--- src/rtl/div_issue_ctrl.sv ---
// div_issue_ctrl: issues one operand pair at a time to an external
// combinational 4-bit/2-bit divider array, waits a fixed number of cycles
// for the array to settle, then holds the registered result until the
// downstream stage takes it. Divide-by-zero and quotient overflow are
// detected up front and skip the settle wait.
module div_issue_ctrl #(
  parameter int SETTLE = 2
) (
  input  logic       clk,
  input  logic       rst_n,
  input  logic       in_valid,
  output logic       in_ready,
  input  logic [3:0] in_x,
  input  logic [1:0] in_y,
  output logic [3:0] div_x,
  output logic [1:0] div_y,
  input  logic [2:0] div_q,
  input  logic [2:0] div_r,
  output logic       out_valid,
  input  logic       out_ready,
  output logic [2:0] out_q,
  output logic [2:0] out_r,
  output logic [1:0] out_err,
  output logic [7:0] done_cnt
);

  typedef enum logic [1:0] {
    S_IDLE   = 2'd0,
    S_SETTLE = 2'd1,
    S_HOLD   = 2'd2
  } state_e;

  localparam logic [1:0] ERR_OK   = 2'b00;
  localparam logic [1:0] ERR_DZ   = 2'b01;
  localparam logic [1:0] ERR_OVF  = 2'b10;

  // Counter load value: the capture edge is the one where the counter reads 0.
  localparam logic [3:0] CNT_LOAD = 4'(SETTLE - 1);

  state_e     state_q, state_d;
  logic [3:0] cnt_q, cnt_d;
  logic [3:0] div_x_q, div_x_d;
  logic [1:0] div_y_q, div_y_d;
  logic [2:0] out_q_q, out_q_d;
  logic [2:0] out_r_q, out_r_d;
  logic [1:0] out_err_q, out_err_d;
  logic [7:0] done_cnt_q, done_cnt_d;

  // Next-state and datapath update for the issue/settle/hold sequence.
  always_comb begin
    state_d    = state_q;
    cnt_d      = cnt_q;
    div_x_d    = div_x_q;
    div_y_d    = div_y_q;
    out_q_d    = out_q_q;
    out_r_d    = out_r_q;
    out_err_d  = out_err_q;
    done_cnt_d = done_cnt_q;

    case (state_q)
      S_IDLE: begin
        if (in_valid) begin
          div_x_d = in_x;
          div_y_d = in_y;
          if (in_y == 2'd0) begin
            // No point waiting on the array: the answer is an error code.
            out_q_d   = 3'd0;
            out_r_d   = 3'd0;
            out_err_d = ERR_DZ;
            state_d   = S_HOLD;
          end else if ((in_y == 2'd1) && in_x[3]) begin
            // x/1 with x >= 8 cannot be represented in a 3-bit quotient.
            out_q_d   = 3'd0;
            out_r_d   = 3'd0;
            out_err_d = ERR_OVF;
            state_d   = S_HOLD;
          end else begin
            cnt_d   = CNT_LOAD;
            state_d = S_SETTLE;
          end
        end else begin
          state_d = S_IDLE;
        end
      end

      S_SETTLE: begin
        if (cnt_q == 4'd0) begin
          out_q_d   = div_q;
          out_r_d   = div_r;
          out_err_d = ERR_OK;
          state_d   = S_HOLD;
        end else begin
          cnt_d = cnt_q - 4'd1;
        end
      end

      S_HOLD: begin
        if (out_ready) begin
          // Return to IDLE rather than re-accepting on the same edge.
          done_cnt_d = done_cnt_q + 8'd1;
          state_d    = S_IDLE;
        end else begin
          state_d = S_HOLD;
        end
      end

      default: begin
        state_d = S_IDLE;
      end
    endcase
  end

  // State and datapath registers, cleared asynchronously by rst_n.
  always_ff @(posedge clk or negedge rst_n) begin
    if (!rst_n) begin
      state_q    <= S_IDLE;
      cnt_q      <= 4'd0;
      div_x_q    <= 4'd0;
      div_y_q    <= 2'd0;
      out_q_q    <= 3'd0;
      out_r_q    <= 3'd0;
      out_err_q  <= 2'b00;
      done_cnt_q <= 8'd0;
    end else begin
      state_q    <= state_d;
      cnt_q      <= cnt_d;
      div_x_q    <= div_x_d;
      div_y_q    <= div_y_d;
      out_q_q    <= out_q_d;
      out_r_q    <= out_r_d;
      out_err_q  <= out_err_d;
      done_cnt_q <= done_cnt_d;
    end
  end

  assign in_ready  = (state_q == S_IDLE);
  assign out_valid = (state_q == S_HOLD);
  assign div_x     = div_x_q;
  assign div_y     = div_y_q;
  assign out_q     = out_q_q;
  assign out_r     = out_r_q;
  assign out_err   = out_err_q;
  assign done_cnt  = done_cnt_q;

endmodule
--- config.mk ---
export PLATFORM = sky130hd
export DESIGN_NAME = div_issue_ctrl
export DESIGN_NICKNAME = d
export VERILOG_FILES = /design/src/rtl/div_issue_ctrl.sv
export SDC_FILE = /design/constraint.sdc
export NUM_CORES = 1
export LEC_CHECK = 0
export BUFFER_PORTS_ARGS = -buffer_cell sky130_fd_sc_hd__buf_2
export CELL_PAD_IN_SITES_DETAIL_PLACEMENT = 1
export CELL_PAD_IN_SITES_GLOBAL_PLACEMENT = 2
export CORE_MARGIN = 4
export CORE_UTILIZATION = 28
export DETAILED_ROUTE_END_ITERATION = 6
export PLACE_DENSITY = 0.77
export SYNTH_ARGS = -nofsm -noshare
export SYNTH_HDL_FRONTEND = slang
export SYNTH_SLANG_ARGS = --single-unit
--- constraint.sdc ---
create_clock -name clk -period 1.75 [get_ports clk]
set_clock_uncertainty 0.05 [all_clocks]
set_input_delay 0.0875 -clock clk [delete_from_list [all_inputs] [get_ports clk]]
set_output_delay 0.0875 -clock clk [all_outputs]
set_load 0.02 [all_outputs]
==> results.sh, run 1 <==
export IMPL_status="completed"
export IMPL_whs_ns=0.002316
export IMPL_stdcell_area_um2=1599
export IMPL_slew_headroom=0.5730
export IMPL_netlist_area_leader_share=0.5589
export IMPL_netSwitchingFraction=0.4218
export IMPL_grt_pass1_vias=1075
export IMPL_layout_commonest_cell="buf_2"
export IMPL_synth_flop_cell="dfrtp_1"
export IMPL_ant_nets=0
export IMPL_fin_setup_tns_ns=0
export IMPL_clock_sinks=28
export IMPL_yosys_top_cells_area="dfrtp_1, mux2_2, nand2_1"
export IMPL_fin_crit_ns=1.653
export IMPL_hold_class="input pin to register"
export IMPL_die_h_um=74.92
export IMPL_rsz0062_at_grt="no"
export IMPL_grt_pass1_wl_um=4905
export IMPL_diodes=0
export IMPL_vdd_drop_max_mv=0.3828
export IMPL_wl_um=2964
export IMPL_place_area_um2=1528
export IMPL_synthSimpleGateAreaFrac=0.1587
export IMPL_start_util=0.2879
export IMPL_cts_root_buf="clkbuf_8"
export IMPL_drtIter0Drc=49
export IMPL_crit_type="register to register"
export IMPL_synthCells=108
export IMPL_ys_async_sr_fraction=1.000
export IMPL_dieArea_um2=5612
export IMPL_antenna_found_initial=0
export IMPL_via_per_inst=4.628
export IMPL_critPathRequiredTime_ns=1.85
export IMPL_final_util=0.3672
export IMPL_power_frac_seq=0.402
export IMPL_synth_warning_count=0
export IMPL_grt_max_degree=29
export IMPL_nNetsFinal=176
export IMPL_crit_path_end_kind="register"
export IMPL_numPortBuffers=39
export IMPL_powerDensity_nw_per_um2=1683
export IMPL_cts_buffers=3
export IMPL_post_dp_hpwl_um=2361
export IMPL_synth_top_family_by_area="simple AND/OR/NAND/NOR gates"
export IMPL_grtUsageTotal=0.1137
export IMPL_syn_avg_cell_area_um2=11.61
export IMPL_rows=24
export IMPL_p_clk_frac=0.127
export IMPL_post_cts_repair_setup_buffers=0
export IMPL_io_pins=40
export IMPL_clkTransAtPathRegs_ns=0.09
export IMPL_total_power_mw=2.691
export IMPL_dr_pass1_iters=4
export IMPL_cts_tree="yes"
export IMPL_clock_latency_ns=0.27
export IMPL_fmaxAchievable_mhz=604.9
export IMPL_synthXorXnorAreaFrac=0.05589
export IMPL_dr_total_vias=958
export IMPL_drc=0
export IMPL_worst_path_most_repeated_cell="nor3b_1"
export IMPL_clockBufferDepth=2
export IMPL_worst_pin_slew_ns=0.6404
export IMPL_cts_htree_levels=1
export IMPL_setup_viol=0
export IMPL_p_int_mw=1.556
export IMPL_post_drt_wl_per_cell_um=14.32
export IMPL_synth_fp_nets=127
export IMPL_max_cap_viol_count=0
export IMPL_syn_cell_area_um2=1254
export IMPL_fillers=512
export IMPL_cp_slowest_cell="dfrtp_1"
export IMPL_ys_seq_area_frac=0.5589
export IMPL_slew_violations=0
export IMPL_p_leak_nw=0.8040
export IMPL_post_route_period_util=0.9446
export IMPL_gp_congestion=0.8004
export IMPL_yosysUniqueCellTypes=27
export IMPL_synth_edf_count=0
export IMPL_synth_compound_area_frac=0.1058
export IMPL_combinationalPowerShare=0.470
export IMPL_drive_gt1_frac=0.3871
export IMPL_ys_seq_elements=28
export IMPL_cp_max_fo=3
export IMPL_synth_top_area_cell="dfrtp_1"
export IMPL_overflow=0
export IMPL_core_region_area_um2=4354
export IMPL_arrival_ns=1.76
export IMPL_area_growth_pct=27.54
export IMPL_final_cell_mix="buf_2, dfrtp_1, nand2_1"
export IMPL_finalHoldViolCount=0
export IMPL_synthMuxAreaShare=0.06287
export IMPL_cp_slowest_stage_delay_ns=0.41
export IMPL_worstPathCellList="inv_1, ha_1, nor3b_1, buf_4, nand2b_1, nor3b_1, a211o_1"
export IMPL_die_w_um=74.92
export IMPL_switchingPower_mw=1.135
export IMPL_cp_start_kind="register"
export IMPL_synthAdderAreaFrac=0.02994
-- repair_timing --
action | in CTS | in global routing
hold buffers | 3 | 0
gates resized for setup | 0 | 1
setup endpoints to repair | 0 | 2
hold endpoints to repair | 30 | 0
-- kinds of logic after synthesis --
family,Yosys count
buffers and inverters,7
adders and majority gates,3
DFF,28
muxes,7
and+or+nand+nor,39
xor gates and xnor gates,8
AOI/OAI and AO/OA,16
-- per-layer routing --
layer / vias up / GRT usage / wire length [um]
met5: - / 0 / 0
met4: 0 / 0.02964 / 24
met3: 4 / 0.01602 / 135
met2: 20 / 0.2137 / 1588
met1: 476 / 0.1342 / 1216
li1: 458 / - / -
-- power by group through the flow --
stage / Clock (mW) / Sequential, mW / Combinational (mW)
after CTS: 0.354 / 1.08 / 1.29
after global routing: 0.386 / 1.11 / 1.39
after detailed placement: 0 / 1.10 / 1.28
after global placement: 0 / 1.07 / 1.21
after floorplan: 0 / 1.29 / 0.621
final: 0.343 / 1.08 / 1.27
-- worst max-delay path: cells and delay by family, from the launching register on --
kind            cells  cell delay, ns
flops               1            0.41
fa+ha+maj           1            0.13
buf+inv             2            0.24
compound gates      1            0.29
simple gates        3            0.41
-- stage by stage --
stage | setup WS (ns) | cells
6_report | 0.09695 | 207
5_1_grt | 0.001107 | 207
4_1_cts | 0.03994 | 207
3_5_place_dp | 0.05834 | 201
3_3_place_gp | 0.1894 | 201
2_1_floorplan | 0.09913 | 108
-- sequential cells by signal (all words and copies together) (netlist names) --
name	flops
done_cnt	8
cnt_q	4
div_x	4
out_q	3
out_r	3
div_y	2
out_err	2
state_q	2
-- final timing paths --
check	to	from	depth (start not counted)	slack [ns]
max reg2reg	cnt_q[2]$_DFFE_PN0P_	cnt_q[1]$_DFFE_PN0P_	7	0.1
min reg2reg	done_cnt[7]$_DFFE_PN0P_	done_cnt[7]$_DFFE_PN0P_	1	0.42
min in group asynchronous	done_cnt[4]$_DFFE_PN0P_	rst_n	2	0.32
max	cnt_q[2]$_DFFE_PN0P_	cnt_q[1]$_DFFE_PN0P_	7	0.1
min	out_q[2]$_DFFE_PN0P_	div_q[2]	3	0.002
max in group asynchronous	cnt_q[0]$_DFFE_PN0P_	rst_n	2	0.92
-- cell usage after synthesis, types with 2 or more instances --
| cell | instances |
|---|---|
| dfrtp_1 | 28 |
| nand2_1 | 19 |
| o21ai_0 | 8 |
| mux2_2 | 7 |
| inv_1 | 5 |
| nor2_1 | 5 |
| xnor2_1 | 4 |
| xor2_1 | 4 |
| ha_1 | 3 |
| nand2b_1 | 3 |
| nand3_1 | 3 |
| nor3b_1 | 3 |
| nor3_1 | 2 |
-- final cells by class --
class | instances | area [um^2] | area share
clock buffer | 3 | 41.29 | 0.02582
inverter | 5 | 18.77 | 0.01174
multi-input combinational | 73 | 518.0 | 0.3239
sequential | 28 | 700.7 | 0.4382
tap | 52 | 65.06 | 0.04069
timing repair buffer | 46 | 255.2 | 0.1596
Power figures use the tool's default switching activity.
==> run 2: changes to the inputs <==
CORE_ASPECT_RATIO = 0.7   (was not set)
CORE_UTILIZATION = 33   (was 28)
PLACE_DENSITY = 0.85   (was 0.77)
clock period = 2.1 ns   (was 1.75 ns; I/O delays follow)
==> results.sh, run 2 (synthesis results as in run 1) <==
export IMPL_cts_root_buf="clkbuf_8"
export IMPL_post_drt_wl_per_cell_um=13.96
export IMPL_final_cell_mix="buf_2, dfrtp_1, nand2_1"
export IMPL_critPathRequiredTime_ns=2.21
export IMPL_slew_headroom=0.5912
export IMPL_status="completed"
export IMPL_numPortBuffers=39
export IMPL_drc=0
export IMPL_fillers=420
export IMPL_p_leak_nw=0.7825
export IMPL_switchingPower_mw=0.9241
export IMPL_antenna_found_initial=0
export IMPL_grt_pass1_vias=991
export IMPL_wl_um=2791
export IMPL_clkTransAtPathRegs_ns=0.09
export IMPL_whs_ns=0.01275
export IMPL_final_util=0.4340
export IMPL_drive_gt1_frac=0.3733
export IMPL_hold_class="input pin to register"
export IMPL_p_clk_frac=0.130
export IMPL_cts_tree="yes"
export IMPL_grtUsageTotal=0.1344
export IMPL_die_h_um=59.57
export IMPL_ctsResizeCount=0
export IMPL_drtIter0Drc=37
export IMPL_fin_setup_tns_ns=0
export IMPL_powerDensity_nw_per_um2=1409
export IMPL_io_pins=40
export IMPL_clockBufferDepth=2
export IMPL_post_dp_hpwl_um=2246
export IMPL_clock_sinks=28
export IMPL_ant_nets=0
export IMPL_clock_latency_ns=0.27
export IMPL_setup_viol=0
export IMPL_overflow=0
export IMPL_gp_congestion=0.6856
export IMPL_vdd_drop_max_mv=0.4943
export IMPL_rows=18
export IMPL_multi_input_area_um2=518.0
export IMPL_die_w_um=81.67
export IMPL_cts_buffers=3
export IMPL_largest_reg_flops=8
export IMPL_combinationalPowerShare=0.461
export IMPL_cp_max_fo=4
export IMPL_rsz0062_at_grt="no"
export IMPL_crit_path_end_kind="register"
export IMPL_via_per_inst=4.660
export IMPL_crit_type="register to register"
export IMPL_arrival_ns=1.93
export IMPL_dieArea_um2=4865
export IMPL_fmaxAchievable_mhz=551.5
export IMPL_power_frac_seq=0.409
export IMPL_diodes=0
export IMPL_nNetsFinal=171
export IMPL_fin_crit_ns=1.813
export IMPL_grt_pass1_wl_um=4885
export IMPL_layout_commonest_cell="buf_2"
export IMPL_dr_total_vias=932
export IMPL_regArea_um2=700.7
export IMPL_start_util=0.3501
export IMPL_slew_violations=0
export IMPL_cp_start_kind="register"
export IMPL_finalHoldViolCount=0
export IMPL_max_cap_viol_count=0
export IMPL_p_int_mw=1.266
export IMPL_worst_pin_slew_ns=0.6131
export IMPL_cts_htree_levels=1
export IMPL_netSwitchingFraction=0.4220
export IMPL_grt_max_degree=29
export IMPL_core_region_area_um2=3581
export IMPL_post_route_period_util=0.8635
export IMPL_area_growth_pct=23.95
export IMPL_dr_pass1_iters=4
run 2: cell count changes in the layout (fill, tap and decap cells not counted), sizes merged:
cell,delta
dlygate4sd3,-2
buf,-3
run 2: layout make-up:
type,count,share of cell area
clock buffer,3,0.02657
inverter,5,0.01208
multi-input combinational,73,0.3333
sequential,28,0.4509
tap,50,0.04026
timing repair buffer,41,0.1369
run 2: worst paths after layout:
kind | start | end | slack, ns | depth (start not counted)
worst max-delay path | cnt_q[0]$_DFFE_PN0P_ | cnt_q[2]$_DFFE_PN0P_ | 0.29 | 6
worst min-delay path | div_q[0] | out_q[0]$_DFFE_PN0P_ | 0.01 | 3
worst max register to register | cnt_q[0]$_DFFE_PN0P_ | cnt_q[2]$_DFFE_PN0P_ | 0.29 | 6
worst min register to register | done_cnt[7]$_DFFE_PN0P_ | done_cnt[7]$_DFFE_PN0P_ | 0.42 | 1
max in group asynchronous | rst_n | out_err[0]$_DFFE_PN0P_ | 1.28 | 2
min in group asynchronous | rst_n | out_r[1]$_DFFE_PN0P_ | 0.31 | 2
run 2: power groups by stage:
stage | logic, mW | clock network, mW | registers (mW)
floorplan | 0.517 | 0 | 1.07
global placement | 0.983 | 0 | 0.887
detailed placement | 1.03 | 0 | 0.911
CTS | 1.04 | 0.305 | 0.902
global route | 1.13 | 0.331 | 0.938
finish | 1.01 | 0.285 | 0.895
run 2: worst max-delay path: stages, from the launching register on:
cell      delay (ns)
dfrtp_1         0.39
inv_1           0.12
ha_1            0.15
nor3b_1         0.43
nand2b_1        0.22
nor3b_1         0.07
a211o_1         0.27
run 2: routing by layer:
| layer | global-route usage | share of wire | vias to the layer above |
|---|---|---|---|
| met3 | 0.04255 | 0.064 | 3 |
| met5 | 0 | 0 | - |
| met2 | 0.2216 | 0.47 | 28 |
| li1 | - | - | 447 |
| met4 | 0.02133 | 0.0068 | 0 |
| met1 | 0.1773 | 0.46 | 454 |
run 2: through the flow:
step	instances	cell area, um^2	power (mW)	worst slack, ns
after global routing	200	1554	2.395	0.1275
after floorplan	108	1254	1.588	0.4491
after CTS	200	1554	2.243	0.2708
final	200	1554	2.190	0.2866
after detailed placement	196	1503	1.944	0.2911
after global placement	196	1503	1.871	0.3873
run 2: repair_timing:
item	4_1_cts	5_1_grt
endpoints found under the hold margin	28	0
buffers inserted	0	0
setup endpoints to repair	0	0
hold buffers	1	0
==> run 3: changes to the inputs <==
BUFFER_PORTS_ARGS = -buffer_cell sky130_fd_sc_hd__buf_4   (was -buffer_cell sky130_fd_sc_hd__buf_2)
==> results.sh, run 3 (synthesis results as in run 1) <==
export IMPL_status="completed"
export IMPL_cp_max_fo=4
export IMPL_setup_ws_ns=0.2521
export IMPL_ctsResizeCount=0
export IMPL_place_inst=196
export IMPL_drtIter0Drc=32
export IMPL_top_layer_used="met4"
export IMPL_wl_um=2826
export IMPL_clock_sinks=28
export IMPL_worst_r2r_setup_slack_ns=0.25
export IMPL_post_route_period_util=0.8800
export IMPL_cts_htree_levels=1
export IMPL_area_growth_pct=36.53
export IMPL_setup_viol=0
export IMPL_largest_reg_flops=8
export IMPL_whs_ns=0.01980
export IMPL_rsz0062_at_grt="no"
export IMPL_power_frac_seq=0.370
export IMPL_antenna_found_initial=0
export IMPL_grtUsageTotal=0.1334
export IMPL_slew_violations=0
export IMPL_layout_commonest_cell="buf_4"
export IMPL_critPathRequiredTime_ns=2.22
export IMPL_fin_crit_ns=1.848
export IMPL_die_w_um=81.67
export IMPL_fin_setup_tns_ns=0
export IMPL_slew_headroom=0.6544
export IMPL_reg2regPathDepth=6
export IMPL_powerDensity_nw_per_um2=1417
export IMPL_final_cell_mix="buf_4, dfrtp_1, nand2_1"
export IMPL_max_cap_viol_count=0
export IMPL_die_h_um=59.57
export IMPL_wl_met3_um=223
export IMPL_m1WireLength_um=1265
export IMPL_rows=18
export IMPL_grt_pass1_vias=1028
export IMPL_clock_latency_ns=0.27
export IMPL_hold_depth=2
export IMPL_p_clk_frac=0.172
export IMPL_fin_cells=204
export IMPL_fmaxAchievable_mhz=541.1
export IMPL_io_pins=40
export IMPL_post_place_ws_ns=0.2646
export IMPL_final_util=0.4780
export IMPL_dr_pass1_iters=4
export IMPL_ant_nets=0
export IMPL_core_region_area_um2=3581
export IMPL_via_per_inst=4.603
export IMPL_dr_total_vias=939
export IMPL_start_util=0.3501
export IMPL_p_leak_nw=0.8310
export IMPL_post_drt_wl_per_cell_um=13.85
export IMPL_numPortBuffers=39
export IMPL_finalHoldViolCount=0
export IMPL_clkTransAtPathRegs_ns=0.10
export IMPL_cts_root_buf="clkbuf_8"
export IMPL_grt_pass1_wl_um=4912
export IMPL_switchingPower_mw=0.9305
export IMPL_worst_pin_slew_ns=0.5179
export IMPL_multi_input_area_um2=518.0
export IMPL_overflow=0
export IMPL_post_dp_hpwl_um=2186
export IMPL_total_power_mw=2.426
export IMPL_fillers=391
export IMPL_drive_gt1_frac=0.3701
export IMPL_dieArea_um2=4865
export IMPL_diodes=0
export IMPL_dr_wl_met2_um=1324
export IMPL_p_int_mw=1.496
export IMPL_place_area_um2=1600
export IMPL_vdd_drop_max_mv=0.5591
export IMPL_crit_type="register to register"
export IMPL_netSwitchingFraction=0.3835
export IMPL_gp_congestion=0.6651
export IMPL_drc=0
export IMPL_arrival_ns=1.97
export IMPL_cts_buffers=3
export IMPL_cts_tree="yes"
export IMPL_hold_class="input pin to register"
export IMPL_regArea_um2=700.7
export IMPL_stdcell_area_um2=1712
export IMPL_nNetsFinal=174
export IMPL_clockBufferDepth=2
export IMPL_crit_path_end_kind="register"
export IMPL_cp_start_kind="register"
export IMPL_combinationalPowerShare=0.458
export IMPL_grt_max_degree=29
## run 3: cell types whose count changed in the layout (fill, tap and decap cells not counted)
| cell | before | now |
|---|---|---|
| buf_2 | 39 | 0 |
| buf_4 | 1 | 40 |
| dlygate4sd3_1 | 1 | 4 |
| bufinv_16 | 0 | 1 |
## run 3: final timing paths
path | start | to
worst max-delay path | cnt_q[0]$_DFFE_PN0P_ | cnt_q[2]$_DFFE_PN0P_
worst min-delay path | in_x[1] | div_x[1]$_DFFE_PN0P_
worst max register to register | cnt_q[0]$_DFFE_PN0P_ | cnt_q[2]$_DFFE_PN0P_
worst min register to register | done_cnt[7]$_DFFE_PN0P_ | done_cnt[7]$_DFFE_PN0P_
max in group asynchronous | rst_n | out_err[0]$_DFFE_PN0P_
min in group asynchronous | rst_n | done_cnt[1]$_DFFE_PN0P_
## run 3: layout make-up
class,count,share of cell area
multi-input combinational,73,0.3026
inverter,5,0.01096
timing repair buffer,44,0.1988
sequential,28,0.4094
clock buffer,3,0.02412
clock inverter,1,0.01754
tap,50,0.03655
## run 3: critical path, stage by stage (launching register included)
cell and delay, ns:
dfrtp_1 0.40, inv_1 0.13, ha_1 0.15, nor3b_1 0.44, nand2b_1 0.23, nor3b_1 0.07
a211o_1 0.26
## run 3: power by group through the flow
stage	logic, mW	clock network (mW)	registers (mW)
after global placement	1.09	0	0.894
after global routing	1.22	0.464	0.939
after CTS	1.14	0.435	0.903
after floorplan	0.517	0	1.07
final	1.11	0.417	0.898
after detailed placement	1.13	0	0.913
## run 3: routing by layer
metal,up-vias,global-route usage
met5,-,0
met4,0,0.02133
met3,2,0.05015
met2,29,0.2216
met1,451,0.1695
li1,457,-
## run 3: what timing repair did
item / CTS / global route
hold buffers: 4 / 0
setup buffers: 0 / 0
hold endpoints to repair: 30 / 0
